### src/rtl/median_window_ctrl_pkg.sv
// Shared types for the median-window sequencer: FSM states and the
// per-strobe tag that travels alongside the filter pipeline.
package median_window_ctrl_pkg;

  typedef enum logic [1:0] {
    ST_IDLE  = 2'd0,
    ST_FILL  = 2'd1,
    ST_RUN   = 2'd2,
    ST_FLUSH = 2'd3
  } state_t;

  // Tag attached to every line-buffer strobe; describes the window centre.
  typedef struct packed {
    logic valid;
    logic border;
    logic hs;
    logic vs;
  } tag_t;

  localparam int TAG_W = $bits(tag_t);

endpackage

### src/rtl/median_window_ctrl_tag_delay.sv
// Enable-gated shift register: a word written at one enable leaves the
// output after DEPTH enables, so tags track the filter pipeline exactly.
module median_window_ctrl_tag_delay #(
  parameter int DEPTH = 5,
  parameter int WIDTH = 4
) (
  input  logic             clk,
  input  logic             rst_n,
  input  logic             en,
  input  logic [WIDTH-1:0] d,
  output logic [WIDTH-1:0] q
);

  logic [WIDTH-1:0] stage [DEPTH];

  // Shift one position per enable; the last stage drives the output.
  // NOTE: every stage is reset, because a stale valid bit left in the chain
  // after a mid-frame reset would emit a phantom filter output.
  always_ff @(posedge clk or negedge rst_n) begin
    if (!rst_n) begin
      for (int i = 0; i < DEPTH; i++) stage[i] <= '0;
    end else if (en) begin
      stage[0] <= d;
      for (int i = 1; i < DEPTH; i++) stage[i] <= stage[i-1];
    end
  end

  assign q = stage[DEPTH-1];

endmodule

### src/rtl/median_window_ctrl.sv
// Sequencer in front of the 3x3 median filter and its line buffer.
// Counts strobes per frame, drives the line-buffer enable/data, tags each
// window centre as valid/border, and flushes the last row and the filter
// pipeline after the final pixel. Flush strobes keep advancing the same
// row/col counters so the centre arithmetic is identical for both kinds.
module median_window_ctrl
  import median_window_ctrl_pkg::*;
#(
  parameter int DW    = 8,
  parameter int IMG_W = 640,
  parameter int IMG_H = 480,
  parameter int LAT   = 5,
  parameter int CNT_W = 12
) (
  input  logic          clk,
  input  logic          rst_n,
  input  logic [DW-1:0] pix_in,
  input  logic          pix_in_en,
  input  logic          hs_in,
  input  logic          vs_in,
  output logic          lb_clken,
  output logic [DW-1:0] lb_data,
  output logic          out_valid,
  output logic          out_border,
  output logic          out_hs,
  output logic          out_vs,
  output logic          frame_done,
  output logic          busy,
  output logic          err_overrun
);

  localparam logic [CNT_W-1:0] ONE      = CNT_W'(1);
  localparam logic [CNT_W-1:0] TWO      = CNT_W'(2);
  localparam logic [CNT_W-1:0] COL_LAST = CNT_W'(IMG_W - 1);
  localparam logic [CNT_W-1:0] ROW_LAST = CNT_W'(IMG_H - 1);
  localparam logic [CNT_W-1:0] ROW_H    = CNT_W'(IMG_H);
  localparam logic [CNT_W-1:0] ROW_H1   = CNT_W'(IMG_H + 1);
  // Number of flush strobes: one row plus one pixel to centre the final
  // window, plus LAT to drain the filter pipeline.
  localparam logic [CNT_W-1:0] FLUSH_N  = CNT_W'(IMG_W + 1 + LAT);

  state_t           state_q, state_d;
  logic             vs_d, vs_rise;
  logic [CNT_W-1:0] col_q, row_q, col_d, row_d;
  logic [CNT_W-1:0] cur_col, cur_row;
  logic [CNT_W-1:0] flush_q, flush_d;
  logic             accept, flush_stb, strobe, done_set, overrun;
  logic             c_valid, c_edge;
  tag_t             tag_d, tag_q, tag_out;

  assign vs_rise = vs_in & ~vs_d;
  assign strobe  = accept | flush_stb;
  assign busy    = (state_q != ST_IDLE);

  // Position of the current strobe; a frame start forces (0,0) so a pixel
  // arriving with vs_rise becomes the first pixel of the new frame.
  always_comb begin
    cur_col = vs_rise ? '0 : col_q;
    cur_row = vs_rise ? '0 : row_q;
  end

  // Next-state logic: strobe generation, counter advance, flush bookkeeping.
  // NOTE: every variable gets a default first so no path leaves one
  // unassigned, which would otherwise infer a latch.
  always_comb begin
    state_d   = state_q;
    flush_d   = flush_q;
    accept    = 1'b0;
    flush_stb = 1'b0;
    done_set  = 1'b0;
    overrun   = 1'b0;
    if (vs_rise) begin
      state_d = ST_FILL;
      flush_d = '0;
      accept  = pix_in_en;
    end else begin
      case (state_q)
        ST_IDLE: state_d = ST_IDLE;
        ST_FILL: begin
          accept = pix_in_en;
          // Pixel IMG_W is the (IMG_W+1)-th: the first window centre exists.
          if (pix_in_en && cur_row == ONE && cur_col == '0) state_d = ST_RUN;
        end
        ST_RUN: begin
          accept = pix_in_en;
          if (pix_in_en && cur_row == ROW_LAST && cur_col == COL_LAST) state_d = ST_FLUSH;
        end
        ST_FLUSH: begin
          overrun = pix_in_en;
          // One idle FLUSH cycle after the last strobe keeps the registered
          // lb_clken out of IDLE and lines frame_done up behind it.
          if (flush_q == FLUSH_N) begin
            state_d  = ST_IDLE;
            flush_d  = '0;
            done_set = 1'b1;
          end else begin
            flush_stb = 1'b1;
            flush_d   = flush_q + ONE;
          end
        end
        default: state_d = ST_IDLE;
      endcase
    end

    col_d = cur_col;
    row_d = cur_row;
    if (accept || flush_stb) begin
      if (cur_col == COL_LAST) begin
        col_d = '0;
        row_d = cur_row + ONE;
      end else begin
        col_d = cur_col + ONE;
      end
    end
  end

  // Centre tag for this strobe. The centre trails the strobe by IMG_W+1
  // positions; at col 0 it wraps to the last column two rows up.
  always_comb begin
    tag_d = '0;
    if (cur_col == '0) begin
      c_valid = (cur_row >= TWO) && (cur_row <= ROW_H1);
      c_edge  = 1'b1 | (cur_row == TWO) | (cur_row == ROW_H1);
    end else begin
      c_valid = (cur_row >= ONE) && (cur_row <= ROW_H);
      c_edge  = (cur_col == ONE) | (cur_row == ONE) | (cur_row == ROW_H);
    end
    tag_d.valid  = c_valid;
    tag_d.border = c_valid & c_edge;
    tag_d.hs     = accept & hs_in;
    tag_d.vs     = accept & vs_in;
  end

  // Previous vs_in for rising-edge detection.
  // NOTE: sequential state uses non-blocking assignments so every register
  // samples pre-edge values regardless of block evaluation order.
  always_ff @(posedge clk or negedge rst_n) begin
    if (!rst_n) vs_d <= 1'b0;
    else        vs_d <= vs_in;
  end

  // FSM state, pixel position counters and flush counter.
  always_ff @(posedge clk or negedge rst_n) begin
    if (!rst_n) begin
      state_q <= ST_IDLE;
      col_q   <= '0;
      row_q   <= '0;
      flush_q <= '0;
    end else begin
      state_q <= state_d;
      col_q   <= col_d;
      row_q   <= row_d;
      flush_q <= flush_d;
    end
  end

  // Registered line-buffer drive, tag entry and one-cycle status pulses.
  always_ff @(posedge clk or negedge rst_n) begin
    if (!rst_n) begin
      lb_clken    <= 1'b0;
      lb_data     <= '0;
      tag_q       <= '0;
      frame_done  <= 1'b0;
      err_overrun <= 1'b0;
    end else begin
      lb_clken    <= strobe;
      lb_data     <= accept ? pix_in : '0;
      tag_q       <= tag_d;
      frame_done  <= done_set;
      err_overrun <= overrun;
    end
  end

  median_window_ctrl_tag_delay #(
    .DEPTH(LAT),
    .WIDTH(TAG_W)
  ) u_tag_delay (
    .clk  (clk),
    .rst_n(rst_n),
    .en   (lb_clken),
    .d    (tag_q),
    .q    (tag_out)
  );

  assign out_valid  = tag_out.valid;
  assign out_border = tag_out.border;
  assign out_hs     = tag_out.hs;
  assign out_vs     = tag_out.vs;

endmodule

### config.mk
export PLATFORM = sky130hd
export DESIGN_NAME = median_window_ctrl
export DESIGN_NICKNAME = d
export VERILOG_FILES = /design/src/rtl/median_window_ctrl_pkg.sv /design/src/rtl/median_window_ctrl_tag_delay.sv /design/src/rtl/median_window_ctrl.sv
export SDC_FILE = /design/constraint.sdc
export NUM_CORES = 1
export LEC_CHECK = 0
export BUFFER_PORTS_ARGS = -buffer_cell sky130_fd_sc_hd__buf_2
export CORE_UTILIZATION = 41
export CTS_CLUSTER_SIZE = 28
export DETAILED_ROUTE_END_ITERATION = 8
export PLACE_DENSITY_LB_ADDON = 0.15
export SLEW_MARGIN = 10
export SYNTH_ARGS = -nofsm -noshare
export SYNTH_HDL_FRONTEND = slang
export SYNTH_HIERARCHICAL = 1
export SYNTH_SLANG_ARGS = --single-unit
### constraint.sdc
create_clock -name clk -period 2.5 [get_ports clk]
set_clock_uncertainty 0.15 [all_clocks]
set_input_delay 0.5 -clock clk [delete_from_list [all_inputs] [get_ports clk]]
set_output_delay 0.5 -clock clk [all_outputs]
set_load 0.02 [all_outputs]
=== After elaboration in Yosys (flattened, before gate mapping) ===
Index checks and enable logic that the tools add are counted.

* Add/subtract/negate cells: 3
* Equal/unequal tests: 12
* Bitwise logic cells: 8
* Divide/modulo/power cells: 0
* Muxes and demuxes: 27
* Shift operators: 0
* Magnitude comparators: 4
* Multipliers: 0
* Reduce and logical (&&, ||, !) cells: 13

{| class="wikitable"
|+ Operator list
! operator !! count
|-
| $mux W12 || 9
|-
| $add A12 B1 Y12 const B || 3
|-
| $eq A12 B1 Y1 const B || 2
|-
| $eq A12 B10 Y1 const B || 2
|-
| $eq A12 B9 Y1 const B || 2
|-
| $le A12 B9 Y1 const B || 2
|-
| $ge A12 B1 Y1 const B || 1
|-
| $ge A12 B2 Y1 const B || 1
|-
| $logic_not A12 Y1 || 1
|-
| $mux W1 || 12
|-
| $ne A3 B3 Y1 const B || 3
|-
| $mux W2 || 4
|-
| $mux W8 || 1
|-
| $pmux W2 S4 || 1
|-
| $logic_and A1 B1 Y1 || 6
|-
| $and A1 B1 Y1 || 4
|-
| $eq A2 B2 Y1 const B || 2
|-
| $reduce_bool A2 Y1 || 2
|-
| $or A1 B1 Y1 || 3
|-
| $reduce_and A3 Y1 || 1
|-
| $eq A2 B1 Y1 const B || 1
|-
| $logic_not A2 Y1 || 1
|-
| $reduce_or A2 Y1 || 1
|-
| $logic_or A1 B1 Y1 || 1
|-
| $not A1 Y1 || 1
|}

* Memories kept: 0
* Output and inout bits: 16
* Memory bits (writable): 0
* Memory bits (read-only): 0
* Bits in latches: 0
* Logic and storage cells: 85
* Flip-flop bits (word level): 74
* Input bits: 13

=== Depth between registers and ports, before layout ===
* Depth after elaboration: 9
* Depth in mapped cells: 13
* Gate-level depth less buffers: 9

=== Modules after synthesis ===
Netlist, hierarchy kept.

{| class="wikitable"
|+ Modules (own cells, without submodules)
! module !! seq. area each (sq um) !! times used !! cells an instance !! area an instance (sq um)
|-
| median_window_ctrl || 1351.3 || 1 || 287 || 2803.9
|-
| median_window_ctrl_tag_delay || 500.5 || 1 || 46 || 853.3
|}

=== Worst setup path before layout ===
OpenSTA, ideal clock, no wires.

* Kind: in2reg
* Start point: input vs_in
* End point: register row_q[9]
* Path buffers: 4
* Path slack: -0.439 ns
* Data arrival time: 2.657 ns
* Library setup time: 0.132 ns
* Cell stages on the path: 13
* Data required time: 2.218 ns
* Cell sequence: nand2b_1 buf_6 clkbuf_1 buf_6 nand2_1 inv_1 ha_1 nand4_1 a311oi_1 buf_4 nand3_1 xor2_1 nor2_1

* Word-level cells in the longest chain between the ends: 5
* Elaborated cells between the ends (all ways): 10
* Those cells by class: add/sub: 1; eq/ne: 1; mux: 6; bitwise: 1; reduce/logical: 1

{| class="wikitable"
|+ RTL lines
! item !! line !! text
|-
| from (decl) || median_window_ctrl.sv:20 || <nowiki>input logic vs_in,</nowiki>
|-
| $and A1 B1 Y1 (*) || median_window_ctrl.sv:51 || <nowiki>assign vs_rise = vs_in & ~vs_d;</nowiki>
|-
| $mux W12, on equally long branches || median_window_ctrl.sv:59, median_window_ctrl.sv:58 ||
|-
| $add A12 B1 Y12 / $eq A12 B10 Y1 (equally long branches) || median_window_ctrl.sv:110, median_window_ctrl.sv:108 ||
|-
| $mux W12 || median_window_ctrl.sv:108 || <nowiki>if (cur_col == COL_LAST) begin</nowiki>
|-
| $mux W12 (*) || median_window_ctrl.sv:107 || <nowiki>if (accept || flush_stb) begin</nowiki>
|-
| via row_d[9] || median_window_ctrl.sv:44 || <nowiki>logic [CNT_W-1:0] col_q, row_q, col_d, row_d;</nowiki>
|-
| to (signal assigned) || median_window_ctrl.sv:152 || <nowiki>row_q <= row_d;</nowiki>
|-
| to (decl) || median_window_ctrl.sv:44 ||
|}

The timed path passes the listed nets; every way through them passes the cells marked *.
A chain may end at the register's enable or synchronous reset.

=== Worst setup path after layout ===
* Start point: register flush_q[0]
* End point: register col_q[4]

* Word-level cells in the longest chain between the ends: 6

{| class="wikitable"
|+ RTL lines
! item !! line !! text
|-
| from (decl) || median_window_ctrl.sv:46 || <nowiki>logic [CNT_W-1:0] flush_q, flush_d;</nowiki>
|-
| from (signal assigned) || median_window_ctrl.sv:153 || <nowiki>flush_q <= flush_d;</nowiki>
|-
| $eq A12 B10 Y1 || median_window_ctrl.sv:92 || <nowiki>if (flush_q == FLUSH_N) begin</nowiki>
|-
| $mux W1 || median_window_ctrl.sv:92 ||
|-
| $mux W1 || median_window_ctrl.sv:77 || <nowiki>case (state_q)</nowiki>
|-
| $mux W1 || median_window_ctrl.sv:72 || <nowiki>if (vs_rise) begin</nowiki>
|-
| $logic_or A1 B1 Y1 || median_window_ctrl.sv:107 ||
|-
| $mux W12 || median_window_ctrl.sv:107 ||
|-
| via col_d[4] || median_window_ctrl.sv:44 ||
|-
| to (signal assigned) || median_window_ctrl.sv:151 || <nowiki>col_q <= col_d;</nowiki>
|-
| to (decl) || median_window_ctrl.sv:44 ||
|}

The timed path passes the listed nets, and every way through them passes these cells.

==> run metrics <==
fraction of final layout cells sized beyond drive strength 1 0.301; crit path capture type flop; synth-to-layout area growth 18.2%; fraction of synthesized cell area in xor and xnor cells 0.0575; count of standard-cell rows 34; worst r2r dst col_q[4]; sequential share of the synthesized area 0.506; routed vias 2566; multi-input combinational cell area 1700 um^2; TritonCTS buffer count 9; Worst Max-Slew Pin Slew 0.682 ns; clock latency on the worst-skew pair 0.34 ns; number of library cell types mapped by synthesis 49; CTS tree built; crit path time final 2.45 ns; wire length of the first global-routing pass 12100 um; timing endpoint of the critical path col_q[4]; Hold Path Class input port to flop; Initial Util 0.421; Synth Area in Compound Gates 0.0729; detailed placer's ending HPWL 4860 um; r2r startpoint flush_q[0]; I/O Buffers 28; I/O pin total 29; leakage power 2.05 nW; Post-Syn Nets 355; clock slew seen by the registers of the worst setup and hold paths 0.08 ns; most frequent cells after synthesis sky130_fd_sc_hd__dfrtp_1, sky130_fd_sc_hd__nor2_1, sky130_fd_sc_hd__o21ai_0; post-synthesis share of cell area spent on full adders, half adders and majority gates 0.0308; final setup margin 0.0493 ns; wire length reported by the detailed router 7070 um; combinational family with the most area after synthesis simple AND/OR/NAND/NOR gates; detailed-router iteration count before antenna repair 6; cell internal power dissipation 0.00214 W; number of standard cells in the final layout excluding fillers 497; sequential group share of total power 0.450; total power draw 0.00307 W; violation count after the first detailed-route iteration 67; post-synthesis share of cell area spent on and, or, nand and nor gates 0.202; netlist area before placement 3660 um^2; worst setup path startpoint flush_q[0]; Vias/cell 5.16; number of fill cells 815; share of flip-flops with an asynchronous set or reset after synthesis 1.00; kind of critical path flop to flop; CP Launch Type flop; number of hold violations in the final report 0; max-capacitance violation count 0; Core Box Area 8680 um^2; power density normalized to cell area 711 nW/um^2; Max IR drop VDD 380 uV; RePlAce Congestion 0.783; die height 96.4 um; data arrival time of the critical path 2.52 ns; Max Buffers Root-to-Sink 2; via count of the first global-routing pass 2566; count of state elements after synthesis 74; Avg Synthesized Cell Area 11.0 um^2; clock network fraction of total power 0.295; most frequently used flop master after synthesis sky130_fd_sc_hd__dfrtp_1; outcome finished, final reports clean; remaining number of nets flagged by the antenna check after routing 0; Final nets 406; largest driver fanout on the critical path 6; largest cells by area after synthesis sky130_fd_sc_hd__dfrtp_1, sky130_fd_sc_hd__mux2_4, sky130_fd_sc_hd__xor2_1; CTS Root Cell sky130_fd_sc_hd__clkbuf_8; number of antenna violations at the first check in global routing 0; fraction of post-synthesis cell area in the top cell type by area 0.506; remaining design rule violation count 0; WP data required 2.57 ns; max-slew violation total from the final report 0; H-Tree Depth 3; Gate Count Post-Synth 333; instance count after placement with tap cells included 479; overall routing resource usage 0.171; switching fraction of total power 0.305; number of antenna repair diodes 0; full die area 9300 um^2; Layout Utilization 0.498; R2R depth 9; pre-CTS WS 0.0381 ns; worst slew margin relative to its limit 0.544; fraction of power consumed by combinational cells 0.255; number of flops mapped to enable cells by yosys 0; Worst R2R Setup Slack 0.05 ns; setup repair after global routing missed its margin true; remaining global-route overflow 0; FF+latch area 1850 um^2; Setup violations, final 0; biggest area consumer among synthesized cells sky130_fd_sc_hd__dfrtp_1; yosys warns 6; multiplexer fraction of the synthesized cell area 0.0821; cell with the most instances after synthesis sky130_fd_sc_hd__dfrtp_1; Achievable Freq 0.408 GHz; post-route fraction of the period consumed by the critical path 0.980; Die X 96.4 um; number of clock sinks 74; drt wl/cell 14.2 um; maximum number of pins on one net before global-route repair 41; power spent charging and discharging nets 0.000936 W
## flip-flops by register name, indices dropped and copies added, names as in the netlist
register / cells
lb_data: 8
u_tag_delay/q: 4
err_overrun: 1
u_tag_delay/stage: 16
frame_done: 1
state_q: 2
tag_q: 4
row_q: 12
col_q: 12
vs_d: 1
lb_clken: 1
flush_q: 12
## layout make-up
| cell class | count | share of cell area |
|---|---|---|
| clock buffers | 10 | 0.0295 |
| clock inverters | 6 | 0.0150 |
| inverters | 7 | 0.00723 |
| multi-input cells | 232 | 0.392 |
| flip-flops and latches | 74 | 0.428 |
| well taps | 108 | 0.0313 |
| repair buffers | 60 | 0.0966 |
## stage by stage
stage / hold WS [ns] / TNS, ns / area [um^2]
2_1_floorplan: 0.0544 / -0.0147 / 3730
3_3_place_gp: 0.314 / 0 / 4100
5_1_grt: 0.155 / -0.736 / 4320
6_report: 0.177 / 0 / 4320
4_1_cts: 0.160 / 0 / 4300
3_5_place_dp: 0.314 / 0 / 4100
## cells by family (layout without fill, tap and decap cells)
group / Yosys count / count (layout)
adders and majority gates: 9 / 9
muxes: 20 / 20
DFF: 74 / 74
xor gates and xnor gates: 24 / 24
AOI/OAI and AO/OA: 42 / 42
buffers and inverters: 27 / 83
and+or+nand+nor: 137 / 137
## layer usage
metal  part of all wire  vias to the layer above  routed length [um]  track usage
met2               0.48                       42                3390        0.293
met5                  0                        -                   0            0
met3              0.030                        6                 215       0.0493
met4              0.010                        0                  71       0.0404
li1                   -                     1259                   -            -
met1               0.48                     1259                3390        0.212
## layout by cell type, fill, tap and decap left out, drive strengths merged, types with 2 or more instances in the layout
master,count
and2,11
nand2,21
nand4,12
ha,9
dfrtp,74
and3,11
clkinv,3
nor3,9
xor2,15
a31oi,3
o41ai,3
o21ai,22
nand3,20
a21oi,5
nand2b,4
clkbuf,10
inv,8
o21a,2
buf,59
nor3b,3
xnor2,9
nor2,29
or4,5
nor4,3
mux2,20
## power by group through the flow
stage	clock, W	sequential [W]	combinational, W
2_1_floorplan	0	0.00144	0.000533
3_3_place_gp	0	0.00140	0.000758
3_5_place_dp	0	0.00141	0.000767
4_1_cts	0.000946	0.00138	0.000771
5_1_grt	0.000994	0.00139	0.000864
6_report	0.000906	0.00138	0.000784
## timing repair
action,CTS,global route
hold buffers,1,0
resized for setup,0,8
endpoints found under the setup margin,0,30
buffers inserted,0,1
hold endpoints to repair,34,0
## critical path: stages (launching register included)
cell and delay [ns]:
sky130_fd_sc_hd__dfrtp_1 0.39, sky130_fd_sc_hd__inv_2 0.05, sky130_fd_sc_hd__ha_1 0.12, sky130_fd_sc_hd__or4bb_4 0.45
sky130_fd_sc_hd__or4_4 0.53, sky130_fd_sc_hd__a31oi_4 0.22, sky130_fd_sc_hd__buf_6 0.15, sky130_fd_sc_hd__nor3b_1 0.06
sky130_fd_sc_hd__xnor2_1 0.16, sky130_fd_sc_hd__nor2_1 0.05
## worst min-delay path by stage
stage	startpoint	end	slack [ns]	cells after the start
2_1_floorplan	rst_n	col_q[0]	0.05	0
3_3_place_gp	tag_q[2]	u_tag_delay/stage[18]	0.31	1
3_5_place_dp	tag_q[1]	u_tag_delay/stage[17]	0.31	1
4_1_cts	vs_in	vs_d	0.16	1
5_1_grt	vs_in	vs_d	0.15	1
6_report	vs_in	vs_d	0.18	1
(Power assumes the default switching activity.)
